$ cat config.mk
export PLATFORM = sky130hd
export DESIGN_NAME = rr_arb_mux
export DESIGN_NICKNAME = d
export VERILOG_FILES = /design/src/rtl/mux_pkg.sv /design/src/rtl/rr_grant.sv /design/src/rtl/rr_arb_mux.sv
export SDC_FILE = /design/constraint.sdc
export NUM_CORES = 1
export LEC_CHECK = 0
export BUFFER_PORTS_ARGS = -buffer_cell sky130_fd_sc_hd__buf_2
export CORE_AREA = 5 5 42 44
export CTS_CLUSTER_SIZE = 30
export DETAILED_ROUTE_END_ITERATION = 7
export DIE_AREA = 0 0 47 49
export GPL_TIMING_DRIVEN = 0
export PLACE_DENSITY = 0.67
export SLEW_MARGIN = 5
export SYNTH_ARGS = -nofsm -noshare
export SYNTH_HDL_FRONTEND = slang
export SYNTH_HIERARCHICAL = 1
export SYNTH_SLANG_ARGS = --single-unit
$ cat constraint.sdc
create_clock -name clk -period 2.2 [get_ports clk]
set_input_delay 0.55 -clock clk [delete_from_list [all_inputs] [get_ports clk]]
set_output_delay 0.55 -clock clk [all_outputs]
set_load 0.01 [all_outputs]
$ cat src/rtl/mux_pkg.sv
// Shared constants for the arbitrated multiplexer family.
// MODE selects the arbitration policy used by rr_grant and rr_arb_mux.
package mux_pkg;

    localparam int MODE_RR    = 0;
    localparam int MODE_FIXED = 1;

endpackage

$ cat src/rtl/rr_grant.sv
// Combinational grant logic: round-robin from last_grant+1, or fixed lowest-index priority.
// Works on a doubled request vector so the wrap past CHANNELS-1 needs no modulo hardware.
module rr_grant
    import mux_pkg::*;
#(
    parameter int CHANNELS = 4,
    parameter int MODE     = MODE_RR,
    localparam int CHAN_W  = $clog2(CHANNELS)
) (
    input  logic [CHANNELS-1:0] req,
    input  logic [CHAN_W-1:0]   last_grant,
    output logic [CHANNELS-1:0] grant,
    output logic [CHAN_W-1:0]   index
);

    logic [CHAN_W-1:0]     rr_start_s;
    logic [CHAN_W-1:0]     start_s;
    logic [2*CHANNELS-1:0] mask_s;
    logic [2*CHANNELS-1:0] masked_s;
    logic                  found_s;

    // Search start position; explicit compare keeps the wrap correct for non-power-of-2 CHANNELS
    always_comb begin
        if (last_grant >= CHAN_W'(CHANNELS - 1)) begin
            rr_start_s = '0;
        end else begin
            rr_start_s = last_grant + CHAN_W'(1);
        end
        if (MODE == MODE_FIXED) begin
            start_s = '0;
        end else begin
            start_s = rr_start_s;
        end
    end

    // Mask off positions below start in the lower copy; the upper copy supplies the wrapped requests
    always_comb begin
        mask_s = '0;
        for (int i = 0; i < 2 * CHANNELS; i++) begin
            mask_s[i] = (i >= int'(start_s));
        end
        masked_s = {req, req} & mask_s;
    end

    // Lowest set bit of the masked vector, folded back into the channel range
    always_comb begin
        found_s = 1'b0;
        index   = '0;
        grant   = '0;
        for (int i = 0; i < 2 * CHANNELS; i++) begin
            if (!found_s && masked_s[i]) begin
                found_s = 1'b1;
                if (i >= CHANNELS) begin
                    index = CHAN_W'(i - CHANNELS);
                end else begin
                    index = CHAN_W'(i);
                end
            end else begin
                found_s = found_s;
            end
        end
        grant[index] = found_s;
    end

endmodule

$ cat src/rtl/rr_arb_mux.sv
// CHANNELS-way arbitrated multiplexer with valid/ready flow control and one registered output stage.
// The output register reloads whenever it is empty or being drained in the same cycle.
module rr_arb_mux
    import mux_pkg::*;
#(
    parameter int N        = 1,
    parameter int CHANNELS = 4,
    parameter int MODE     = MODE_RR,
    localparam int CHAN_W  = $clog2(CHANNELS)
) (
    input  logic                  clk,
    input  logic                  rst,
    input  logic [CHANNELS-1:0]   in_valid,
    input  logic [CHANNELS*N-1:0] in_data,
    output logic [CHANNELS-1:0]   in_ready,
    output logic                  out_valid,
    output logic [N-1:0]          out_data,
    output logic [CHAN_W-1:0]     out_chan,
    input  logic                  out_ready
);

    logic [CHAN_W-1:0]   last_grant_r;
    logic [CHANNELS-1:0] grant_s;
    logic [CHAN_W-1:0]   grant_idx_s;
    logic [N-1:0]        sel_data_s;
    logic                load_en_s;
    logic                any_valid_s;

    rr_grant #(
        .CHANNELS (CHANNELS),
        .MODE     (MODE)
    ) u_grant (
        .req        (in_valid),
        .last_grant (last_grant_r),
        .grant      (grant_s),
        .index      (grant_idx_s)
    );

    assign load_en_s   = !out_valid || out_ready;
    assign any_valid_s = |in_valid;
    assign in_ready    = grant_s & {CHANNELS{load_en_s}};

    // Indexed data select of the granted channel
    always_comb begin
        sel_data_s = '0;
        for (int i = 0; i < CHANNELS; i++) begin
            if (grant_idx_s == CHAN_W'(i)) begin
                sel_data_s = in_data[i*N +: N];
            end else begin
                sel_data_s = sel_data_s;
            end
        end
    end

    // Output register and arbitration pointer; a stall holds everything
    always_ff @(posedge clk or posedge rst) begin
        if (rst) begin
            out_valid    <= 1'b0;
            out_data     <= '0;
            out_chan     <= '0;
            last_grant_r <= CHAN_W'(CHANNELS - 1);
        end else if (load_en_s) begin
            if (any_valid_s) begin
                out_valid <= 1'b1;
                out_data  <= sel_data_s;
                out_chan  <= grant_idx_s;
                if (MODE == MODE_RR) begin
                    last_grant_r <= grant_idx_s;
                end else begin
                    last_grant_r <= last_grant_r;
                end
            end else begin
                out_valid <= 1'b0;
            end
        end else begin
            out_valid <= out_valid;
        end
    end

endmodule

## Word level (Yosys, flattened, before mapping)

Cells that the tools add are included.

- Output and inout port bits: 8
- Logic and storage cells: 60
- Bits in registers: 6

- Bitwise logic cells: 3
- Add/sub/neg operators: 1
- Reductions and logical operators: 20
- Order comparisons: 6
- Eq/ne operators: 3
- Mux-type cells: 23

Operators by type and width:

| cell | number |
|---|---|
| 1-bit 2-to-1 mux | 15 |
| 2-bit 2-to-1 mux | 7 |
| 4-bit bitwise AND | 2 |
| 8-bit bitwise AND | 1 |
| 1-bit logical AND | 8 |
| 1-bit zero test | 8 |
| 2-bit == test, second input constant | 2 |
| 1-bit by 2-bit greater-or-equal comparator with 1-bit output, first input constant | 2 |
| 4-bit OR reduction | 1 |
| 2-bit by 3-bit < comparator with 1-bit output, second input constant | 1 |
| 2-bit by 1-bit adder with 2-bit output, second input constant | 1 |
| 1-bit demux with 2-bit select | 1 |
| 2-bit by 1-bit == test with 1-bit output, second input constant | 1 |
| 2-bit by 1-bit greater-or-equal comparator with 1-bit output, second input constant | 1 |
| 2-bit greater-or-equal comparator, first input constant | 1 |
| 2-bit greater-or-equal comparator, second input constant | 1 |
| 2-bit zero test | 1 |
| 2-bit AND reduction | 1 |
| 1-bit logical OR | 1 |

## Depth between registers and ports, before layout

- Depth after elaboration: 32
- Gate-level depth with buffers: 7
- Mapped depth without buffers: 7

## By module

The synthesis kept the hierarchy.

By module, submodules not included:

| module | times used | area an instance (µm²) | cells each |
|---|---|---|---|
| rr_arb_mux | 1 | 315.3 | 21 |
| rr_grant | 1 | 202.7 | 28 |

## Least setup slack after synthesis

Ideal clock, no wire load.

- Kind: reg2reg
- Start point: reg last_grant_r[1]
- End point: reg out_data
- Cell stages (with the launch flop): 7
- Period minus slack after synthesis: 2.239 ns
- Slack: -0.039 ns
- Data arrival time: 2.114 ns
- Buffers on the path: 0
- Path through: dfstp_2 -> ha_1 -> nand2b_2 -> a21oi_1 -> a211oi_1 -> mux4_1 -> mux2_4

- Longest elaborated chain between the ends: 31

Ends and longest elaborated chain:

| what | RTL line | RTL |
|---|---|---|
| from (decl) | rr_arb_mux.sv:22 | `logic [CHAN_W-1:0] last_grant_r;` |
| from (signal assigned) | rr_arb_mux.sv:61 | `last_grant_r <= CHAN_W'(CHANNELS - 1);` |
| from (signal assigned) | rr_arb_mux.sv:68 | `last_grant_r <= grant_idx_s;` |
| from (signal assigned) | rr_arb_mux.sv:70 | `last_grant_r <= last_grant_r;` |
| 2-bit by 1-bit adder with 2-bit output / 2-bit greater-or-equal comparator (equally long branches) | rr_grant.sv:27, rr_grant.sv:24 |  |
| 2-bit 2-to-1 mux (*) | rr_grant.sv:24 | `if (last_grant >= CHAN_W'(CHANNELS - 1)) begin` |
| 1-bit by 2-bit greater-or-equal comparator with 1-bit output | rr_grant.sv:40 | `mask_s[i] = (i >= int'(start_s));` |
| 8-bit bitwise AND (*) | rr_grant.sv:42 | `masked_s = {req, req} & mask_s;` |
| 1-bit 2-to-1 mux | rr_grant.sv:51 | `if (!found_s && masked_s[i]) begin` |
| 1-bit zero test | rr_grant.sv:51 |  |
| 1-bit logical AND | rr_grant.sv:51 |  |
| 1-bit 2-to-1 mux | rr_grant.sv:51 |  |
| (+14 left out) | n/a |  |
| 1-bit 2-to-1 mux | rr_grant.sv:51 |  |
| 1-bit zero test | rr_grant.sv:51 |  |
| 1-bit logical AND | rr_grant.sv:51 |  |
| 2-bit 2-to-1 mux (*) | rr_grant.sv:51 |  |
| via grant_idx_s[0] | rr_arb_mux.sv:24 | `logic [CHAN_W-1:0] grant_idx_s;` |
| 2-bit zero test | rr_arb_mux.sv:47 | `if (grant_idx_s == CHAN_W'(i)) begin` |
| 1-bit 2-to-1 mux (3 in a row) | rr_arb_mux.sv:47 |  |
| 1-bit 2-to-1 mux (*) | rr_arb_mux.sv:47 |  |
| to (signal assigned) | rr_arb_mux.sv:65 | `out_data <= sel_data_s;` |
| to (decl) | rr_arb_mux.sv:17 | `output logic [N-1:0] out_data,` |

The timed path passes the listed nets; every way through them passes the cells marked *.
A chain may end at the register's enable or synchronous reset.

## Worst setup path in the final report

- Start point: reg last_grant_r[0]
- End point: out in_ready[2]

- Longest elaborated chain between the ends: 32

Ends and longest elaborated chain:

| what | RTL line | RTL |
|---|---|---|
| 2-bit by 1-bit adder with 2-bit output / 2-bit greater-or-equal comparator (equally long branches) | rr_grant.sv:27, rr_grant.sv:24 |  |
| 2-bit 2-to-1 mux (*) | rr_grant.sv:24 |  |
| 1-bit by 2-bit greater-or-equal comparator with 1-bit output | rr_grant.sv:40 |  |
| 8-bit bitwise AND (*) | rr_grant.sv:42 |  |
| 1-bit 2-to-1 mux | rr_grant.sv:51 |  |
| 1-bit zero test | rr_grant.sv:51 |  |
| 1-bit logical AND | rr_grant.sv:51 |  |
| 1-bit 2-to-1 mux | rr_grant.sv:51 |  |
| (+17 left out) | n/a |  |
| 2-bit 2-to-1 mux | rr_grant.sv:51 |  |
| 2-bit by 3-bit < comparator with 1-bit output (not written as such) / 2-bit by 1-bit greater-or-equal comparator with 1-bit output (equally long branches) | rr_grant.sv:62 | `grant[index] = found_s;` |
| 1-bit logical AND (not written as such) | rr_grant.sv:62 |  |
| 1-bit 2-to-1 mux (not written as such) | rr_grant.sv:62 |  |
| 1-bit demux with 2-bit select | n/a |  |
| 4-bit bitwise AND (no line) (*) | n/a |  |
| via grant_s[2] | rr_arb_mux.sv:23 | `logic [CHANNELS-1:0] grant_s;` |
| 4-bit bitwise AND (*) | rr_arb_mux.sv:41 | `assign in_ready = grant_s & {CHANNELS{load_en_s}};` |
| to (decl) | rr_arb_mux.sv:15 | `output logic [CHANNELS-1:0] in_ready,` |

Marks and branches as above.

==> impl_metrics.json <==
{
  "status": "finished, violations left",
  "violations": "setup timing",
  "grt_pass1_vias": 425,
  "crit_start": "last_grant_r[0]",
  "crit_chain": "inv_2 -> ha_4 -> a22o_4 -> nor3b_2 -> and2_1 -> buf_2",
  "die_area_mm2": 0.00230,
  "cts.sinks": 6,
  "vias_per_cell": 5.10,
  "cts_hold_buffers": 0,
  "cts_buffer_depth": 2,
  "ys_ff_latch": 6,
  "rsz0062_at_grt": "yes",
  "drive_gt1_share_pct": 63.0,
  "ys_warn_count": 6,
  "max_freq_mhz": 443,
  "setup_slack_ns": -0.0598,
  "root_buffer": "clkbuf_4",
  "drt_iter0_drc": 12,
  "place_area_um2": 633,
  "path_clk_slew_ns": 0.05,
  "syn_area_um2": 518,
  "area_growth_pct": 37.4,
  "cpMaxStageDelayCell": "dfstp_2",
  "start_util_pct": 37.0,
  "syn-num-nets": 62,
  "end_kind": "output port",
  "yosysUniqueCellTypes": 24,
  "io_buffers": 18,
  "antenna_cells": 0,
  "dpl.hpwl_um": 914,
  "skew_ns": 0.00221,
  "crit_path_start_kind": "flip-flop",
  "die_x_um": 47,
  "critPathArrivalTime_ns": 1.71,
  "tightest_slew_ns": 0.314,
  "die_h_um": 49,
  "pin_count": 19,
  "wl_per_cell_um": 14.2,
  "synth-seq-area-share_pct": 29.5,
  "nNetsFinal": 88,
  "syn_inst": 49,
  "grt_pass1_wl_um": 1950,
  "drv_slew": 0,
  "post-route-period-util_pct": 103,
  "postLayoutCellArea_um2": 712,
  "drc_errors": 0,
  "critical_path_class": "reg2out",
  "fin_crit_ns": 2.26,
  "r2r-start": "last_grant_r[1]",
  "r2r_end": "out_data",
  "dp_slack_ns": -0.118,
  "antenna_found_initial": 0,
  "place_congestion": 0.683,
  "relSlewSlack_pct": 79.0,
  "vdd_drop_max_v": 0.000533,
  "core_area_mm2": 0.00140,
  "cts_tree": "done",
  "ant_nets": 0,
  "critical_path.max_fanout": 5,
  "cp_data_required_time_ns": 1.65,
  "rows": 14,
  "finalSetupViolCount": 2,
  "syn_area_per_cell_um2": 10.6,
  "drt_wl_total_um": 1260,
  "r2r_slack_ns": 0.05,
  "track_usage_pct": 12.6,
  "grt_max_degree": 10,
  "cts_buffers": 3,
  "holdCritPathClass": "in2async",
  "hold_viol_final": 0,
  "pwr_density_cell_mw_per_mm2": 1250,
  "dr.pass1.iters": 4,
  "p_leak_nw": 0.339,
  "clk_latency_ns": 0.25,
  "maxCapViolations": 0,
  "cts.htree.levels": 1,
  "r2r_cells": 6,
  "vias": 454,
  "grt_remaining_overflow": 0,
  "cpPeakStageDelay_ns": 0.53
}
-- synth_stat cells (all sizes together) --
cell type  count  area share, %
a211oi         1            1.4
a21o           1            1.4
a21oi          6            5.8
a221oi         1            2.9
a22o           1            1.7
and2           4            4.8
and2b          1            1.9
buf            2            4.3
dfrtp          4             19
dfstp          2             10
ha             2            4.8
inv            2            1.4
mux2           5             14
mux4           1            5.1
nand2          3            2.7
nand2b         4            5.3
nor2           2            1.4
nor2b          2            2.4
nor3b          1            2.4
nor4           1            2.4
o21ai          2            1.9
o31a           1            1.7
-- cell type report --
class | count | area (µm²)
inverter | 2 | 7.51
sequential | 6 | 153
multi-input combinational | 39 | 374
clock buffer | 3 | 22.5
tap | 16 | 20.0
fill | 133 | 689
buffer | 2 | 22.5
timing repair buffer | 21 | 113
-- power by group --
group	total (mW)	internal, mW	switching (mW)
Clock	0.103	0.0618	0.0417
Sequential	0.206	0.173	0.0336
Combinational	0.583	0.341	0.242
-- cell usage in the layout, fill, tap and decap left out, types with 2 or more instances in the layout --
| cell type | instances |
|---|---|
| nand2b_1 | 2 |
| buf_2 | 18 |
| dfrtp_1 | 4 |
| dfstp_2 | 2 |
| nor2b_1 | 2 |
| clkbuf_4 | 3 |
| mux2_4 | 5 |
| buf_4 | 3 |
| and2_1 | 4 |
| o21ai_1 | 2 |
| nor2_1 | 2 |
| a21oi_1 | 5 |
| nand2_1 | 2 |
| nand2b_4 | 2 |
| buf_6 | 2 |
-- worst max-delay path, delay by kind of cell (launching register included) --
kind,cells,cell delay (ns)
flops,1,0.53
simple gates,2,0.25
compound gates,1,0.26
buf+inv,2,0.16
fa+ha+maj,1,0.25
-- timing repair --
item,in CTS,in global routing
resized for setup,4,3
buffers inserted,2,1
pin swaps,3,3
setup endpoints to repair,5,5
gates cloned,0,0
hold endpoints to repair,0,0
-- registers in the layout (all words and copies together) (netlist names) --
name          count
out_data          1
last_grant_r      2
out_chan          2
out_valid         1
-- worst max-delay path by stage --
stage                  endpoint  slack (ns)  depth (start not counted)
floorplan              out_data        0.05                          6
global placement       out_data       -0.08                          6
detailed placement     out_data       -0.12                          6
CTS                 in_ready[2]       -0.05                          6
global route        in_ready[1]       -0.12                          7
finish              in_ready[2]       -0.06                          6
-- metrics by stage --
stage	hold WS [ns]	utilization (%)	power [mW]	setup TNS [ns]	std cells
2_1_floorplan	0.340	-	0.538	0	49
3_3_place_gp	0.465	45.2	0.639	-0.0801	83
3_5_place_dp	0.473	45.2	0.656	-0.118	83
4_1_cts	0.207	49.1	0.856	-0.0918	88
5_1_grt	0.218	50.8	0.955	-0.436	89
6_report	0.205	50.8	0.893	-0.0912	89
-- per-layer routing --
metal / wire, µm / GRT usage [%]
met3: 69 / 4.06
met5: 0 / 0
met1: 519 / 14.6
met4: 44 / 12.9
met2: 631 / 16.7
-- kinds of logic after synthesis --
| family | Yosys count | synth area share (%) |
|---|---|---|
| and+or+nand+nor | 18 | 23.4 |
| AOI/OAI and AO/OA | 13 | 16.9 |
| muxes | 6 | 19.6 |
| DFF | 6 | 29.5 |
| buffers and inverters | 4 | 5.80 |
| adders and majority gates | 2 | 4.83 |
Note: power is estimated with default switching activity, not from simulation.
